==> src/rtl/neogeo_pkg.sv <==
// Shared types and constants for the NeoGeo sync monitor.
// Latency: n/a (declarations only).
// Backpressure: n/a.
package neogeo_pkg;

    localparam int CNT_W  = 10;
    localparam int VCLK_W = 22;
    localparam int ERR_W  = 8;

    // Nominal NeoGeo timing: 320x224 active inside a 384x264 raster.
    localparam int NOM_H_ACTIVE = 320;
    localparam int NOM_V_ACTIVE = 224;
    localparam int NOM_VCLKS    = 101376;

    localparam logic [CNT_W-1:0] CNT_MAX = '1;

    typedef enum logic [1:0] {
        UNLOCKED = 2'd0,
        ACQUIRE  = 2'd1,
        LOCKED   = 2'd2,
        HOLD     = 2'd3
    } lock_state_t;

    // Per-boundary verdict on the frame that just ended.
    typedef struct packed {
        logic             good;
        logic [CNT_W-1:0] meas_h;
        logic [CNT_W-1:0] meas_v;
    } bnd_info_t;

endpackage

==> src/rtl/neogeo_frame_meas.sv <==
// Measures active width/height per frame and judges each frame good or bad.
// Latency: verdict is combinational in the boundary cycle (frame_change rise).
// Backpressure: none; follows the free-running pixel stream.
module neogeo_frame_meas
    import neogeo_pkg::*;
#(
    parameter int VCLK_TOL = 256
) (
    input  logic              clk,
    input  logic              rst,
    input  logic              de_i,
    input  logic              frame_change_i,
    input  logic [VCLK_W-1:0] vclks_i,
    input  logic [CNT_W-1:0]  h_active_i,
    input  logic [CNT_W-1:0]  v_active_i,
    output logic              bnd_vld_o,
    output bnd_info_t         bnd_o
);

    localparam logic [VCLK_W-1:0] TOL = VCLK_W'(VCLK_TOL);

    logic              de_q, de_d, fc_q, fc_d;
    logic [CNT_W-1:0]  pix_q, pix_d, line_q, line_d, width_q, width_d;
    logic              width_seen_q, width_seen_d, line_bad_q, line_bad_d;
    logic [VCLK_W-1:0] prev_vclks_q, prev_vclks_d;
    logic              prev_valid_q, prev_valid_d;
    logic              de_rise, de_fall, bnd, bad_cap;
    logic [CNT_W-1:0]  width_cap;
    logic [VCLK_W-1:0] vdiff;

    // Edge detection, counters and the frame verdict; a line ending in the
    // boundary cycle is folded into the verdict of the frame it belongs to.
    always_comb begin
        de_d    = de_i;
        fc_d    = frame_change_i;
        de_rise = de_i & ~de_q;
        de_fall = ~de_i & de_q;
        bnd     = frame_change_i & ~fc_q;

        pix_d = pix_q;
        if (de_rise)
            pix_d = CNT_W'(1);
        else if (de_i && (pix_q != CNT_MAX))
            pix_d = pix_q + CNT_W'(1);

        width_cap = (de_fall && !width_seen_q) ? pix_q : width_q;
        bad_cap   = line_bad_q | (de_fall && (pix_q != h_active_i));
        vdiff     = (vclks_i >= prev_vclks_q) ? (vclks_i - prev_vclks_q)
                                              : (prev_vclks_q - vclks_i);

        bnd_vld_o    = bnd;
        bnd_o.meas_h = width_cap;
        bnd_o.meas_v = line_q;
        // A frame without any DE is never good, even if v_active is zero.
        bnd_o.good   = prev_valid_q && !bad_cap && (line_q == v_active_i) &&
                       (line_q != '0) && (vdiff <= TOL);

        width_d      = width_cap;
        width_seen_d = width_seen_q | de_fall;
        line_bad_d   = bad_cap;
        line_d       = line_q;
        if (de_rise && (line_q != CNT_MAX))
            line_d = line_q + CNT_W'(1);
        prev_vclks_d = prev_vclks_q;
        prev_valid_d = prev_valid_q;

        if (bnd) begin
            width_d      = '0;
            width_seen_d = 1'b0;
            line_bad_d   = 1'b0;
            // A line starting on the boundary cycle belongs to the new frame.
            line_d       = de_rise ? CNT_W'(1) : '0;
            prev_vclks_d = vclks_i;
            prev_valid_d = 1'b1;
        end
    end

    // Measurement state registers.
    always_ff @(posedge clk) begin
        if (rst) begin
            de_q         <= 1'b0;
            fc_q         <= 1'b0;
            pix_q        <= '0;
            line_q       <= '0;
            width_q      <= '0;
            width_seen_q <= 1'b0;
            line_bad_q   <= 1'b0;
            prev_vclks_q <= '0;
            prev_valid_q <= 1'b0;
        end else begin
            de_q         <= de_d;
            fc_q         <= fc_d;
            pix_q        <= pix_d;
            line_q       <= line_d;
            width_q      <= width_d;
            width_seen_q <= width_seen_d;
            line_bad_q   <= line_bad_d;
            prev_vclks_q <= prev_vclks_d;
            prev_valid_q <= prev_valid_d;
        end
    end

endmodule

==> src/rtl/neogeo_sync_monitor.sv <==
// Lock FSM over frame verdicts; blanks DE/RGB until locked, passes sync.
// Latency: video/sync 1 cycle; status and measurements 1 cycle after boundary.
// Backpressure: none; output stream cannot stall the frontend.
module neogeo_sync_monitor
    import neogeo_pkg::*;
#(
    parameter int LOCK_FRAMES   = 4,
    parameter int UNLOCK_FRAMES = 2,
    parameter int VCLK_TOL      = 256
) (
    input  logic              VCLK_i,
    input  logic              RESET_i,
    input  logic [4:0]        R_i,
    input  logic [4:0]        G_i,
    input  logic [4:0]        B_i,
    input  logic              DARK_i,
    input  logic              HSYNC_i,
    input  logic              VSYNC_i,
    input  logic              DE_i,
    input  logic              frame_change_i,
    input  logic [VCLK_W-1:0] vclks_per_frame_i,
    input  logic [CNT_W-1:0]  h_active_i,
    input  logic [CNT_W-1:0]  v_active_i,
    output logic [4:0]        R_o,
    output logic [4:0]        G_o,
    output logic [4:0]        B_o,
    output logic              DARK_o,
    output logic              HSYNC_o,
    output logic              VSYNC_o,
    output logic              DE_o,
    output logic              locked_o,
    output logic [CNT_W-1:0]  meas_h_o,
    output logic [CNT_W-1:0]  meas_v_o,
    output logic [VCLK_W-1:0] meas_vclks_o,
    output logic [ERR_W-1:0]  err_cnt_o
);

    localparam logic [7:0] LOCK_N   = 8'(LOCK_FRAMES);
    localparam logic [7:0] UNLOCK_N = 8'(UNLOCK_FRAMES);

    logic        bnd_vld;
    bnd_info_t   bnd;

    lock_state_t       state_q, state_d;
    logic [7:0]        cnt_q, cnt_d, cnt_inc;
    logic [ERR_W-1:0]  err_q, err_d;
    logic              err_inc;
    logic [CNT_W-1:0]  meas_h_q, meas_h_d, meas_v_q, meas_v_d;
    logic [VCLK_W-1:0] meas_vclks_q, meas_vclks_d;
    logic              locked, pass_px;
    logic [4:0]        r_q, r_d, g_q, g_d, b_q, b_d;
    logic              dark_q, dark_d, hs_q, hs_d, vs_q, vs_d, vid_de_q, vid_de_d;

    neogeo_frame_meas #(
        .VCLK_TOL(VCLK_TOL)
    ) u_meas (
        .clk            (VCLK_i),
        .rst            (RESET_i),
        .de_i           (DE_i),
        .frame_change_i (frame_change_i),
        .vclks_i        (vclks_per_frame_i),
        .h_active_i     (h_active_i),
        .v_active_i     (v_active_i),
        .bnd_vld_o      (bnd_vld),
        .bnd_o          (bnd)
    );

    assign locked = (state_q == LOCKED) || (state_q == HOLD);

    // Lock FSM next state, evaluated only on frame boundaries.
    always_comb begin
        state_d      = state_q;
        cnt_d        = cnt_q;
        err_d        = err_q;
        err_inc      = 1'b0;
        cnt_inc      = cnt_q + 8'd1;
        meas_h_d     = meas_h_q;
        meas_v_d     = meas_v_q;
        meas_vclks_d = meas_vclks_q;
        if (bnd_vld) begin
            meas_h_d     = bnd.meas_h;
            meas_v_d     = bnd.meas_v;
            meas_vclks_d = vclks_per_frame_i;
            case (state_q)
                UNLOCKED: if (bnd.good) begin
                    cnt_d   = 8'd1;
                    state_d = (LOCK_N <= 8'd1) ? LOCKED : ACQUIRE;
                end
                ACQUIRE: if (bnd.good) begin
                    cnt_d = cnt_inc;
                    if (cnt_inc >= LOCK_N) state_d = LOCKED;
                end else begin
                    state_d = UNLOCKED;
                end
                LOCKED: if (!bnd.good) begin
                    err_inc = 1'b1;
                    cnt_d   = 8'd1;
                    state_d = (UNLOCK_N <= 8'd1) ? UNLOCKED : HOLD;
                end
                HOLD: if (bnd.good) begin
                    state_d = LOCKED;
                end else begin
                    err_inc = 1'b1;
                    cnt_d   = cnt_inc;
                    if (cnt_inc >= UNLOCK_N) state_d = UNLOCKED;
                end
                default: state_d = UNLOCKED;
            endcase
            if (err_inc && (err_q != '1))
                err_d = err_q + ERR_W'(1);
        end
    end

    // Video gating against the lock state held in the current cycle.
    always_comb begin
        pass_px  = locked & DE_i;
        r_d      = pass_px ? R_i : '0;
        g_d      = pass_px ? G_i : '0;
        b_d      = pass_px ? B_i : '0;
        dark_d   = pass_px & DARK_i;
        vid_de_d = pass_px;
        hs_d     = HSYNC_i;
        vs_d     = VSYNC_i;
    end

    // State, status and video output registers; syncs reset to inactive-high.
    always_ff @(posedge VCLK_i) begin
        if (RESET_i) begin
            state_q      <= UNLOCKED;
            cnt_q        <= '0;
            err_q        <= '0;
            meas_h_q     <= '0;
            meas_v_q     <= '0;
            meas_vclks_q <= '0;
            r_q          <= '0;
            g_q          <= '0;
            b_q          <= '0;
            dark_q       <= 1'b0;
            vid_de_q     <= 1'b0;
            hs_q         <= 1'b1;
            vs_q         <= 1'b1;
        end else begin
            state_q      <= state_d;
            cnt_q        <= cnt_d;
            err_q        <= err_d;
            meas_h_q     <= meas_h_d;
            meas_v_q     <= meas_v_d;
            meas_vclks_q <= meas_vclks_d;
            r_q          <= r_d;
            g_q          <= g_d;
            b_q          <= b_d;
            dark_q       <= dark_d;
            vid_de_q     <= vid_de_d;
            hs_q         <= hs_d;
            vs_q         <= vs_d;
        end
    end

    assign R_o          = r_q;
    assign G_o          = g_q;
    assign B_o          = b_q;
    assign DARK_o       = dark_q;
    assign DE_o         = vid_de_q;
    assign HSYNC_o      = hs_q;
    assign VSYNC_o      = vs_q;
    assign locked_o     = locked;
    assign meas_h_o     = meas_h_q;
    assign meas_v_o     = meas_v_q;
    assign meas_vclks_o = meas_vclks_q;
    assign err_cnt_o    = err_q;

endmodule

==> config.mk <==
export PLATFORM = sky130hd
export DESIGN_NAME = neogeo_sync_monitor
export DESIGN_NICKNAME = d
export VERILOG_FILES = /design/src/rtl/neogeo_pkg.sv /design/src/rtl/neogeo_frame_meas.sv /design/src/rtl/neogeo_sync_monitor.sv
export SDC_FILE = /design/constraint.sdc
export NUM_CORES = 1
export LEC_CHECK = 0
export CORE_ASPECT_RATIO = 0.9
export CORE_UTILIZATION = 55
export CTS_BUF_LIST = sky130_fd_sc_hd__clkbuf_4
export CTS_CLUSTER_SIZE = 16
export DETAILED_ROUTE_END_ITERATION = 7
export PLACE_DENSITY = 0.82
export SKIP_LAST_GASP = 1
export SYNTH_ARGS = -nofsm -noshare
export SYNTH_HDL_FRONTEND = slang
export SYNTH_SLANG_ARGS = --single-unit
==> constraint.sdc <==
create_clock -name VCLK_i -period 5.1 [get_ports VCLK_i]
set_input_delay 1.02 -clock VCLK_i [delete_from_list [all_inputs] [get_ports VCLK_i]]
set_output_delay 1.02 -clock VCLK_i [all_outputs]
set_load 0.01 [all_outputs]
======== After elaboration in Yosys (flattened, before gate mapping) ========
Index checks and enable logic that the tools add are counted.
cells by class
  add/subtract/negate cells ............... 6
  order comparisons ....................... 4
  equal/unequal tests ..................... 14
  multiplexer cells ....................... 22
  bitwise gates (word level) .............. 11
  reductions and logical operators ........ 23
operator list
  operator                                              count
  subtractor 22 bit                                     2
  two-way mux 8 bit                                     4
  case mux 8 bit (4 select lines)                       1
  two-way mux 10 bit                                    3
  >= comparator 22 bit                                  1
  <= comparator 22 x 9 -> 1 bit, second input constant  1
  two-way mux 22 bit                                    1
  adder 10 x 1 -> 10 bit, second input constant         2
  inequality test 10 bit, second input constant         2
  adder 8 x 1 -> 8 bit, second input constant           2
  two-way mux 2 bit                                     6
  == test 10 bit                                        1
  inequality test 10 bit                                1
  AND reduction 5 bit                                   2
  nonzero test 10 bit                                   1
  logical AND 1 bit                                     9
  >= comparator 8 x 2 -> 1 bit, second input constant   1
  >= comparator 8 x 3 -> 1 bit, second input constant   1
  inequality test 2 bit, second input constant          4
  inequality test 8 bit, second input constant          1
  case mux 2 bit (4 select lines)                       1
  OR reduction 2 bit                                    4
  two-way mux 1 bit                                     6
  bitwise AND 1 bit                                     5
  11 further kinds                                      18
word-level totals
  register bits ........................... 114
  input port bits ......................... 64
  output and inout bits ................... 70
  word-level logic and storage cells ...... 102

======== Depth between registers and ports, before layout ========
Gate-level depths: netlist of run 1.
  depth after elaboration ................. 14
  gate-level depth with buffers ........... 17
  gate-level depth less buffers ........... 13

======== By module ========
From an unflattened synthesis of run 1, not the netlist that was laid out.
second synthesis, totals
  cells, all modules ...................... 959
  area, all modules ....................... 7,905.1 um^2
by module, submodules not included
  module               instances  cells an instance  area an instance (um^2)  sequential area each (um^2)
  neogeo_frame_meas    1          663                4,937.2                  1,141.1
  neogeo_sync_monitor  1          296                2,967.8                  1,581.5

======== Worst setup path before layout of run 1 ========
Ideal clock, no wire load.
  kind .................................... input port to flip-flop
  start ................................... input vclks_per_frame_i[5]
  end ..................................... register cnt_q[1]
  setup time .............................. 72 ps
  arrival ................................. 4,203 ps
  data required time ...................... 5,028 ps
  path slack .............................. 825 ps
  cell stages on the path ................. 14
  path buffers ............................ 1
  cells stage by stage .................... inv_1 ha_1 buf_6 a21oi_1 o21a_1 a32oi_4 a311oi_4 and3_1 nor3_1 or4b_4 o31a_1 or3_4 o21ai_2 mux2i_1
between the ends
  cells in the longest elaborated chain, start to end .. 6
  elaborated cells on any way between the ends .. 11
  those cells by class .................... add/sub: 2; order compare: 2; eq/ne: 4; mux: 1; reduce/logical: 2
RTL lines
  item                                       line                        source
  start: declaration                         neogeo_sync_monitor.sv:21   input logic [VCLK_W-1:0] vclks_per_frame_i,
  subtractor 22 bit (tied with other cells)  neogeo_frame_meas.sv:49     : (prev_vclks_q - vclks_i);
  two-way mux 22 bit (*)                     neogeo_frame_meas.sv:48     vdiff = (vclks_i >= prev_vclks_q) ? (vclks_i - prev_vclks_q)
  <= comparator 22 x 9 -> 1 bit (*)          neogeo_frame_meas.sv:56     (line_q != '0) && (vdiff <= TOL);
  logical AND 1 bit (*)                      neogeo_frame_meas.sv:56
  inequality test 2 bit (no source line)     n/a
  AND reduction 5 bit (no source line) (*)   n/a
  end signal: assignment                     neogeo_sync_monitor.sv:144  cnt_q <= cnt_d;
  end: declaration                           neogeo_sync_monitor.sv:45   logic [7:0] cnt_q, cnt_d, cnt_inc;
Every way passes the cells marked *; elsewhere a longest branch is shown, timed or not.
A chain may end at the register's enable or synchronous reset.

======== Final worst setup path of run 1 ========
  start ................................... input vclks_per_frame_i[16]
  end ..................................... register cnt_q[7]
Same word-level chain as after synthesis.

==> impl_results.md, run 1 <==
- Hold_ws: 0.461 ns
- Final Skew: 0.0126 ns
- Routed vias/inst: 5.99
- Post CTS Setup Buffer Count: 0
- Sw Ratio: 0.331
- Final period util: 0.906
- Core ar.: 0.0128 mm²
- Dominant cell type by area after synthesis: dfxtp_1
- Chip Width: 124 µm
- Routed Wire Length: 20800 µm
- Syn avg cell area: 8.24 µm²
- Wire per inst: 16.9 µm
- HPWL after DPL: 16000 µm
- FF+latch count, synth: 114
- Rel. slew slack: 0.163
- Synth warnings: 0
- WP data required: 5.51 ns
- Fin nets: 1169
- Most common cell in the synthesized netlist: dfxtp_1
- Synth top area cells: dfxtp_1, ha_1, a21oi_1
- Rows: 39
- CTS Buffer Depth: 2
- First-pass GRT wire length: 33500 µm
- PostCTS Resize Cnt: 0
- Area Overhead vs Synth: 28.6%
- Final GP Congestion: 0.974
- Synth Instances: 890
- Post-CTS Hold Buffers: 0
- Overflow after GRT: 0
- Register area share after synthesis: 0.311
- Worst min-delay path class: reg2reg
- Internal Pwr Total: 1500 µW
- Max VDD drop: 0.156 mV
- Die ar.: 0.0138 mm²
- Pin count of the biggest net entering global routing: 33
- Status: completed
- Max Clk Rate: 216 MHz
- Crit start category: input pin
- Async SR Flop Fraction: 0
- Fin crit period: 4.62 ns
- Sequential share of power: 0.412
- RSZ-0062 raised after global routing: no
- Vias in the first global route: 6738
- Mapped Area: 0.00733 mm²
- WP data arrival: 5.03 ns
- Residual DRC: 0
- Switching pwr: 739 µW
- Pwr Total: 2240 µW
- Antenna violations before repair: 1
- P_leak: 0.00373 µW
- CTS Sinks: 114
- Final ANT Viol Nets: 0
- Synth Flop Type: dfxtp_1
- Ports: 134
- Syn_nets: 1003
- Pwr Density: 237 mW/mm²
- Top-area cell type share of the netlist area: 0.311
- Max-Cap Viols: 0
- Clk pwr share: 0.308
- CTS tree: done
- Initial core utilization: 0.571
- Share of cells above drive strength 1: 0.119
- CP endpoint kind: flop
- Root Buffer: clkbuf_4
- Clock latency on the worst-skew pair: 0.53 ns
- Port bufs: 133
- Die H: 112 µm
- Crit Path Class: in2reg
- Setup violations, final: 0
- Post-synth EDFFs: 0
- All-Layer GR Usage: 0.307
- Max-slew violations: 0
- Final Hold Vio Count: 0
- Clock transition at path regs: 0.10 ns
- Synth cell types: 79
- Drt first-iter violations: 802
- Slew @ Worst Pin: 1.25 ns
- Vias: 7393
- CTS H-tree lvls: 4
- First-pass detailed-route iteration total: 5
- Combinational power share: 0.280
- Cts bufs inserted: 17
- Commonest cells post-synth: dfxtp_1, a21oi_1, nand2_1, nor2_1, inv_1
- CP Max Fanout: 7
## worst paths after layout
path | startpoint | end | slack, ns | cells after the start
hold / removal | meas_h_o[8] | meas_h_o[8] | 0.46 | 2
setup reg to reg | u_meas.prev_vclks_q[16] | cnt_q[7] | 1.18 | 12
hold reg to reg | meas_h_o[8] | meas_h_o[8] | 0.46 | 2
setup / recovery | vclks_per_frame_i[16] | cnt_q[7] | 0.48 | 14
## cell usage in the layout, fill, tap and decap left out, types with 6 or more instances in the layout
master	netlist	routed
nand2b_1	15	15
xor2_1	26	26
inv_1	57	57
nor2_1	59	59
a211oi_1	8	8
nor2b_1	10	10
ha_1	49	49
a21o_1	11	11
o21ai_1	7	7
nand2_1	59	59
mux2i_1	20	20
o31ai_1	7	7
clkdlybuf4s50_1	0	133
a22o_1	8	8
a21oi_1	59	59
o21a_1	13	13
dfxtp_1	114	114
nand4_1	23	23
nor3_1	12	12
nand3_1	25	25
o21ai_0	42	42
buf_4	5	68
or4_1	9	9
xnor2_1	22	22
nor4_1	10	10
o22ai_1	24	24
and3_1	26	26
or3_1	15	15
clkbuf_4	0	18
and4_1	6	6
o21bai_1	8	8
## metal layers
layer	vias to the layer above	part of all wire	GRT usage
li1	3582	-	-
met2	333	0.43	0.462
met5	-	0	0
met1	3443	0.47	0.441
met3	35	0.081	0.0630
met4	0	0.017	0.0843
## through the flow
stage	cell area (µm²)	instances	utilization	setup TNS, ns	setup WS (ns)
CTS	9430	1233	0.734	0	0.582
finish	9430	1235	0.735	0	0.478
detailed placement	9140	1201	0.712	-0.160	-0.0428
floorplan	7330	890	-	0	0.825
global route	9430	1235	0.735	0	0.207
global placement	9140	1201	0.712	0	0.0854
## worst max-delay path, cell delays in order
cell and delay, ns:
clkdlybuf4s50_1 0.49, inv_1 0.06, ha_1 0.37, nand2_1 0.18, or3_1 0.41, o21bai_1 0.27
a311oi_4 0.12, a221oi_1 0.36, nor3_1 0.09, or4b_4 0.57, o31a_1 0.32, or3_4 0.40
nor2_4 0.24, o211ai_1 0.13
## area by class of cell
type,instances,area (µm²)
clock buffers,18,135
inverters,57,214
well taps,164,205
clock inverters,14,153
repair buffers,202,1860
flip-flops and latches,114,2280
fillers,1018,3400
diodes,2,5.00
multi-input cells,664,4570
## power groups by stage
stage / clock network, µW / registers [µW] / logic [µW]
detailed placement: 0 / 941 / 609
global placement: 0 / 940 / 602
floorplan: 0 / 944 / 369
finish: 688 / 920 / 626
global route: 748 / 923 / 677
CTS: 709 / 921 / 613
## state kept, by name, indices dropped and copies added, names as in the netlist, named ones only
signal,flops
state_q,1
u_meas.de_q,1
u_meas.prev_valid_q,1
u_meas.width_seen_q,1
u_meas.fc_q,1
meas_v_o,10
u_meas.pix_q,10
B_o,5
u_meas.line_bad_q,1
HSYNC_o,1
u_meas.line_q,10
u_meas.prev_vclks_q,22
G_o,5
u_meas.width_q,10
cnt_q,8
VSYNC_o,1
DARK_o,1
DE_o,1
err_cnt_o,8
R_o,5
meas_h_o,10
## cell families after synthesis
kind of cell / after synthesis / synth area share
buf+inv: 112 / 0.0650
xor+xnor: 48 / 0.0573
fa+ha+maj: 49 / 0.0836
compound gates: 250 / 0.237
mux: 21 / 0.0288
flops: 114 / 0.311
simple gates: 296 / 0.217
No activity file was read; power rests on OpenSTA's default activity.
==> run 2: changes to the inputs <==
- CORE_UTILIZATION: 55 -> 66
- DONT_BUFFER_PORTS: unset -> 1
- PLACE_DENSITY: 0.82 -> 0.81
- SLEW_MARGIN: unset -> 20
==> run 2 against run 1 <==
  * Combinational power is 21% lower
  * Die area is 16% lower
  * Clock power is 14% higher
  * Wire length is 2.0% lower
  * Via count is 7.1% lower
  * Cell count is 17% lower
  * Utilization is 1.8 points lower
  * Register-to-register slack worse by 0.45 ns
  * Sequential power is 0.9% higher
  * Critical path depth is 1 lower
  * Worst hold slack better by 0.041 ns
  * Critical endpoint unchanged
  * Largest cell class unchanged
==> impl_results.md, run 2 (synthesis gave the netlist of run 1 again) <==
- Status: completed
- Crit start category: input pin
- Met3 GRT Util: 0.109 (+0.0461)
- CTS Sinks: 114 (unchanged)
- PostCTS Resize Cnt: 0 (unchanged)
- P_leak: 0.00305 µW (-18%)
- RSZ-0062 raised after global routing: no
- Drt first-iter violations: 698 (-13%)
- Share of cells above drive strength 1: 0.0930 (-0.0258)
- Max VDD drop: 0.252 mV (+61%)
- Final Hold Vio Count: 0 (unchanged)
- Crit Path Class: in2reg
- Rel. slew slack: 0.373 (+0.210)
- Switching pwr: 715 µW (-3.2%)
- Vias in the first global route: 6434 (-4.5%)
- Internal Pwr Total: 1500 µW (about the same)
- Ports: 134 (unchanged)
- Final period util: 0.885 (-0.0209)
- Routed Wire Length: 20400 µm (-2.0%)
- All-Layer GR Usage: 0.355 (+0.0473)
- Post CTS Setup Buffer Count: 0 (unchanged)
- Post-CTS Hold Buffers: 0 (unchanged)
- WP data arrival: 4.96 ns (-0.07 ns)
- Final ANT Viol Nets: 0 (unchanged)
- CP endpoint kind: flop
- Vias: 6868 (-7.1%)
- Area Overhead vs Synth: 5.73%
- Initial core utilization: 0.678 (+0.107)
- Antenna violations before repair: 0 (-1)
- Largest Register: u_meas.prev_vclks_q
- Max FFs per register: 22 (unchanged)
- Residual DRC: 0 (unchanged)
- Combinational power share: 0.225 (-0.055)
- Setup violations, final: 0 (unchanged)
- Max Clk Rate: 221 MHz (+2.4%)
- Overflow after GRT: 0 (unchanged)
- Clk pwr share: 0.356 (+0.048)
- Fin nets: 992 (-15%)
- Wire per inst: 19.9 µm (+18%)
- Core ar.: 0.0108 mm² (-16%)
- HPWL after DPL: 15300 µm (-4.2%)
- GRT met2 Usage: 0.555 (+0.0936)
- Most common cell after layout, fill and taps aside: dfxtp_1
- Worst min-delay path class: reg2reg
- Die ar.: 0.0115 mm² (-16%)
- Clock transition at path regs: 0.11 ns (about the same)
- CTS tree: done
- Commonest non-fill, non-tap cells in the layout: dfxtp_1, nor2_1, nand2_1, a21oi_1, inv_1
- Fin crit period: 4.52 ns (-0.107 ns)
- Die H: 102 µm (-8.6%)
- Rows: 36 (-7.7%)
- CP Max Fanout: 12 (+5)
- Slew @ Worst Pin: 0.939 ns (-0.314 ns)
- N_diodes: 0 (-2)
- WP data required: 5.54 ns (+0.03 ns)
- Clock latency on the worst-skew pair: 0.58 ns (+0.05 ns)
- Port bufs: 0 (-100%)
- Setup TNS Final: 0 ns (unchanged)
- Sw Ratio: 0.323 (-0.00712)
- First-pass detailed-route iteration total: 5 (unchanged)
- Final GP Congestion: 1.01 (+4.0%)
- Pwr Density: 285 mW/mm² (+20%)
- Pin count of the biggest net entering global routing: 40 (+21%)
- Max-Cap Viols: 0 (unchanged)
- Root Buffer: clkbuf_4
- Chip Width: 113 µm (-8.6%)
- Busiest grt layer: met2
- First-pass GRT wire length: 31900 µm (-4.8%)
- Max-slew violations: 0 (unchanged)
- Routed vias/inst: 6.70 (+12%)
- Sequential share of power: 0.420 (+0.008)
- CTS Buffer Depth: 2 (unchanged)
- Met1 Track Usage GR: 0.467 (+0.0257)
- Final Skew: 0.0279 ns (+0.0153 ns)
- Cts bufs inserted: 17 (unchanged)
- Final core occ: 0.717 (-0.0176)
- CTS H-tree lvls: 4 (unchanged)
[run 2: cell count changes in the layout (fill, tap and decap cells not counted), sizes merged]
cell and change:
clkdlybuf4s50 -133, buf -44, inv -3, bufinv +2
clkinv +2, clkinvlp -2, diode -2, clkbuf +1
[run 2: per-layer routing]
layer	wire, µm	vias to the layer above
met1	9000	3249
met2	9060	340
met3	1910	48
li1	-	3231
met4	461	0
met5	0	-
[run 2: area by class of cell]
cell class,count,area [µm²]
multi-input cells,664,4580
clock buffers,19,143
flip-flops and latches,114,2280
repair buffers,25,188
clock inverters,13,184
inverters,57,214
fillers,858,3060
well taps,133,166
[run 2: critical path: stages]
cell and delay [ns]:
inv_1 0.05, ha_1 0.41, a21oi_1 0.45, o31ai_1 0.13, o21bai_1 0.22, a311oi_4 0.64
and3_1 0.31, nor3_1 0.06, or4b_4 0.56, o31a_1 0.33, or3_4 0.40, nor2_4 0.24
o211ai_1 0.14
[run 2: worst paths after layout]
kind / endpoint / startpoint / cells after the start / slack (ns)
hold reg to reg: u_meas.width_q[4] / u_meas.width_q[4] / 2 / 0.50
hold / removal: u_meas.width_q[4] / u_meas.width_q[4] / 2 / 0.50
setup / recovery: cnt_q[7] / vclks_per_frame_i[19] / 13 / 0.58
setup reg to reg: cnt_q[7] / u_meas.prev_vclks_q[19] / 12 / 0.73
[run 2: per-stage QoR]
stage | cell area (µm²) | cells | power (µW) | worst slack (ns) | hold slack (ns)
after global routing | 7750 | 1025 | 2290 | 0.484 | 0.484
after CTS | 7750 | 1025 | 2200 | 0.703 | 0.489
after detailed placement | 7420 | 993 | 1430 | 0.146 | 0.468
after global placement | 7420 | 993 | 1420 | 0.301 | 0.449
after floorplan | 7330 | 890 | 1310 | 0.825 | 0.436
final | 7750 | 1025 | 2210 | 0.584 | 0.502
[run 2: power groups by stage]
| stage | clock network (µW) | registers (µW) | logic [µW] |
|---|---|---|---|
| 2_1_floorplan | 0 | 944 | 369 |
| 3_3_place_gp | 0 | 947 | 476 |
| 3_5_place_dp | 0 | 948 | 480 |
| 4_1_cts | 783 | 928 | 484 |
| 5_1_grt | 823 | 931 | 539 |
| 6_report | 786 | 928 | 497 |
==> run 3: changes to the inputs <==
- SYNTH_HIERARCHICAL: unset -> 1
==> run 3 against run 2 <==
  * Synthesized area increased by 7.8%
  * Sequential share of layout area up 2.5 points
  * Worst hold slack worse by 0.036 ns
  * Register-to-register slack lost 0.13 ns
  * Cell count is 12% higher
  * Critical path depth up 4
  * Largest cell class unchanged
  * First-iteration DRC count down 27%
  * Fmax decreased by 2.7%
==> impl_results.md, run 3 <==
- Worst min-delay path class: reg2reg
- Root Buffer: clkbuf_4
- Adder-Cell Fraction of Synth Area: 0.0760 (-0.00763)
- Dominant cell type by area after synthesis: dfxtp_1
- Max-Cap Viols: 0 (unchanged)
- Commonest cells post-synth: dfxtp_1, nor2_1, nand2_1
- Die ar.: 0.0124 mm² (+7.6%)
- Routed Wire Length: 20200 µm (-1.1%)
- Max-slew violations: 0 (unchanged)
- CTS H-tree lvls: 4 (unchanged)
- Max VDD drop: 0.324 mV (+29%)
- RSZ-0062 raised after global routing: no
- Post-synth EDFFs: 0 (unchanged)
- Most common cell in the synthesized netlist: dfxtp_1
- Final Hold Vio Count: 0 (unchanged)
- Crit start category: input pin
- First-pass GRT wire length: 33100 µm (+3.9%)
- Slew @ Worst Pin: 0.954 ns (+0.0154 ns)
- Max Clk Rate: 215 MHz (-2.7%)
- Synth Flop Type: dfxtp_1
- Commonest non-fill, non-tap cells in the layout: dfxtp_1, nor2_1, nand2_1
- Post-CTS Hold Buffers: 0 (unchanged)
- Final GP Congestion: 0.922 (-9.0%)
- Post-Layout Cell Count: 1144 (+12%)
- Post-Synth XOR/XNOR Area: 0.0543 (-0.00304)
- Reg-to-reg startpoint: u_meas/prev_vclks_q[2]
- Rel. slew slack: 0.363 (-0.0103)
- Worst hold path startpoint: u_meas/prev_vclks_q[21]
- Async SR Flop Fraction: 0 (unchanged)
- CP Max Fanout: 7 (-5)
- Area Overhead vs Synth: 7.98%
- Compound-Gate Fraction of Synth Area: 0.169 (-0.0679)
- Mapped Area: 0.00791 mm² (+7.8%)
- Share of cells above drive strength 1: 0.118 (+0.0245)
- Final ANT Viol Nets: 0 (unchanged)
- Synth top area cells: dfxtp_1, ha_1, mux2i_1
- Drt first-iter violations: 510 (-27%)
- Fin crit period: 4.64 ns (+0.127 ns)
- Crit Path Class: in2reg
- PostCTS Resize Cnt: 0 (unchanged)
- CP endpoint kind: flop
- WP data required: 5.61 ns (+0.07 ns)
- Chip Width: 117 µm (+3.8%)
- Clock latency on the worst-skew pair: 0.58 ns (about the same)
- Routed vias/inst: 6.09 (-9.1%)
- Setup TNS Final: 0 ns (unchanged)
- Rows: 37 (+2.8%)
- CTS Buffer Depth: 2 (unchanged)
- Worst reg2reg path depth: 16 (+4)
- Mux share of post-synthesis cell area: 0.0777 (+0.0489)
- Most common cell after layout, fill and taps aside: dfxtp_1
- FF+latch count, synth: 136 (+19%)
- CTS Sinks: 136 (+19%)
- Synth warnings: 6 (+6)
- Final period util: 0.910 (+0.0250)
- Vias: 6967 (+1.4%)
- First-pass detailed-route iteration total: 7 (+2)
- Dpl cells: 1111 (+12%)
- Register-to-register setup slack: 0.60 ns (-0.13 ns)
- Residual DRC: 0 (unchanged)
- Final Skew: 0.0300 ns (+0.00213 ns)
- Worst reg2reg endpoint: cnt_q[3]
- Core ar.: 0.0115 mm² (+6.6%)
- Combinational family with the most area after synthesis: simple AND/OR/NAND/NOR gates
- Initial core utilization: 0.686 (+0.00741)
- Worst hold endpoint: u_meas/prev_vclks_q[21]
- Top-area cell type share of the netlist area: 0.344 (+0.0332)
- Pwr Total: 2310 µW (+4.5%)
- Pin count of the biggest net entering global routing: 93 (+130%)
- Register area share after synthesis: 0.344 (+0.0332)
- HPWL after DPL: 15200 µm (-0.40%)
- Overflow after GRT: 0 (unchanged)
- Setup violations, final: 0 (unchanged)
- Syn_nets: 1071 (+6.8%)
- CTS tree: done
- Cts bufs inserted: 17 (unchanged)
- Status: completed
- Worst Setup SP: vclks_per_frame_i[2]
- Pwr Density: 271 mW/mm² (-5.1%)
- Post CTS Setup Buffer Count: 0 (unchanged)
- Fin nets: 1086 (+9.5%)
- Wire per inst: 17.7 µm (-11%)
- Hold Path Depth: 2 (unchanged)
- Port bufs: 0 (unchanged)
- All-Layer GR Usage: 0.333 (-0.0213)
- Syn avg cell area: 8.24 µm² (about the same)
- P_leak: 0.00349 µW (+15%)
- Post-Synth Simple-Gate Area: 0.218 (+0.000896)
- Antenna violations before repair: 1 (+1)
- Synth cell types: 79 (unchanged)
- Vias in the first global route: 6816 (+5.9%)
- Ports: 134 (unchanged)
- Clock transition at path regs: 0.14 ns (+0.03 ns)
- WP data arrival: 5.15 ns (+0.19 ns)
- Die H: 106 µm (+3.8%)
- Synth Instances: 959 (+7.8%)
run 3: changes by cell type after synthesis, moves of 16 or more:
cell,change
a21oi_1,+20
and2_1,+16
and3_1,-22
dfxtp_1,+22
mux2i_1,+29
nand2_1,+26
nor2_1,+41
o22ai_1,-22
run 3: cells by family after synthesis:
logic type	count (synthesis)
and+or+nand+nor	349
AOI/OAI and AO/OA	207
DFF	136
buffers and inverters	110
muxes	60
xor gates and xnor gates	49
adders and majority gates	48
run 3: cell type report:
class                   instances  area (µm²)
fillers                       855        2990
well taps                     156         195
clock inverters                15         194
multi-input cells             713        4710
repair buffers                 46         358
flip-flops and latches        136        2720
inverters                      60         226
clock buffers                  17         128
diodes                          1        2.50
run 3: worst max path at each step:
stage                     slack [ns]       end  depth (start not counted)
final                           0.46  cnt_q[3]                         17
after floorplan                 0.42      flop                         17
after CTS                       0.33      flop                         16
after detailed placement       -0.29      flop                         16
after global placement         -0.08      flop                         16
after global routing            0.09  cnt_q[7]                         18
run 3: metrics by stage:
step / util / worst slack [ns] / cell area [µm²] / hold slack, ns
final: 0.740 / 0.457 / 8540 / 0.466
after global routing: 0.740 / 0.0900 / 8530 / 0.438
after CTS: 0.740 / 0.327 / 8530 / 0.453
after detailed placement: 0.712 / -0.293 / 8210 / 0.443
after global placement: 0.712 / -0.0821 / 8210 / 0.439
after floorplan: - / 0.424 / 7910 / 0.434
run 3: worst max-delay path: stages:
cell and delay [ns]:
inv_1 0.03, ha_1 0.35, buf_4 0.18, a21oi_1 0.27, a211oi_1 0.18, o31ai_1 0.39
o21ai_0 0.22, or2_2 0.34, a2111oi_0 0.48, o21ai_0 0.15, nor4b_2 0.17, and4_1 0.26
and2b_1 0.27, o211ai_1 0.15, buf_4 0.20, or3_1 0.32, a21oi_1 0.17
run 3: layer usage:
metal / track usage / up-vias / share of wire
met5: 0 / - / 0
met4: 0.132 / 0 / 0.021
met3: 0.0666 / 38 / 0.077
met2: 0.542 / 324 / 0.46
met1: 0.434 / 3246 / 0.45
li1: - / 3359 / -
run 3: where the power goes:
part | total (µW) | internal [µW] | switching, µW
clock network | 750 | 241 | 509
registers | 1110 | 1090 | 26.3
logic | 446 | 192 | 253
total | 2310 | 1520 | 789
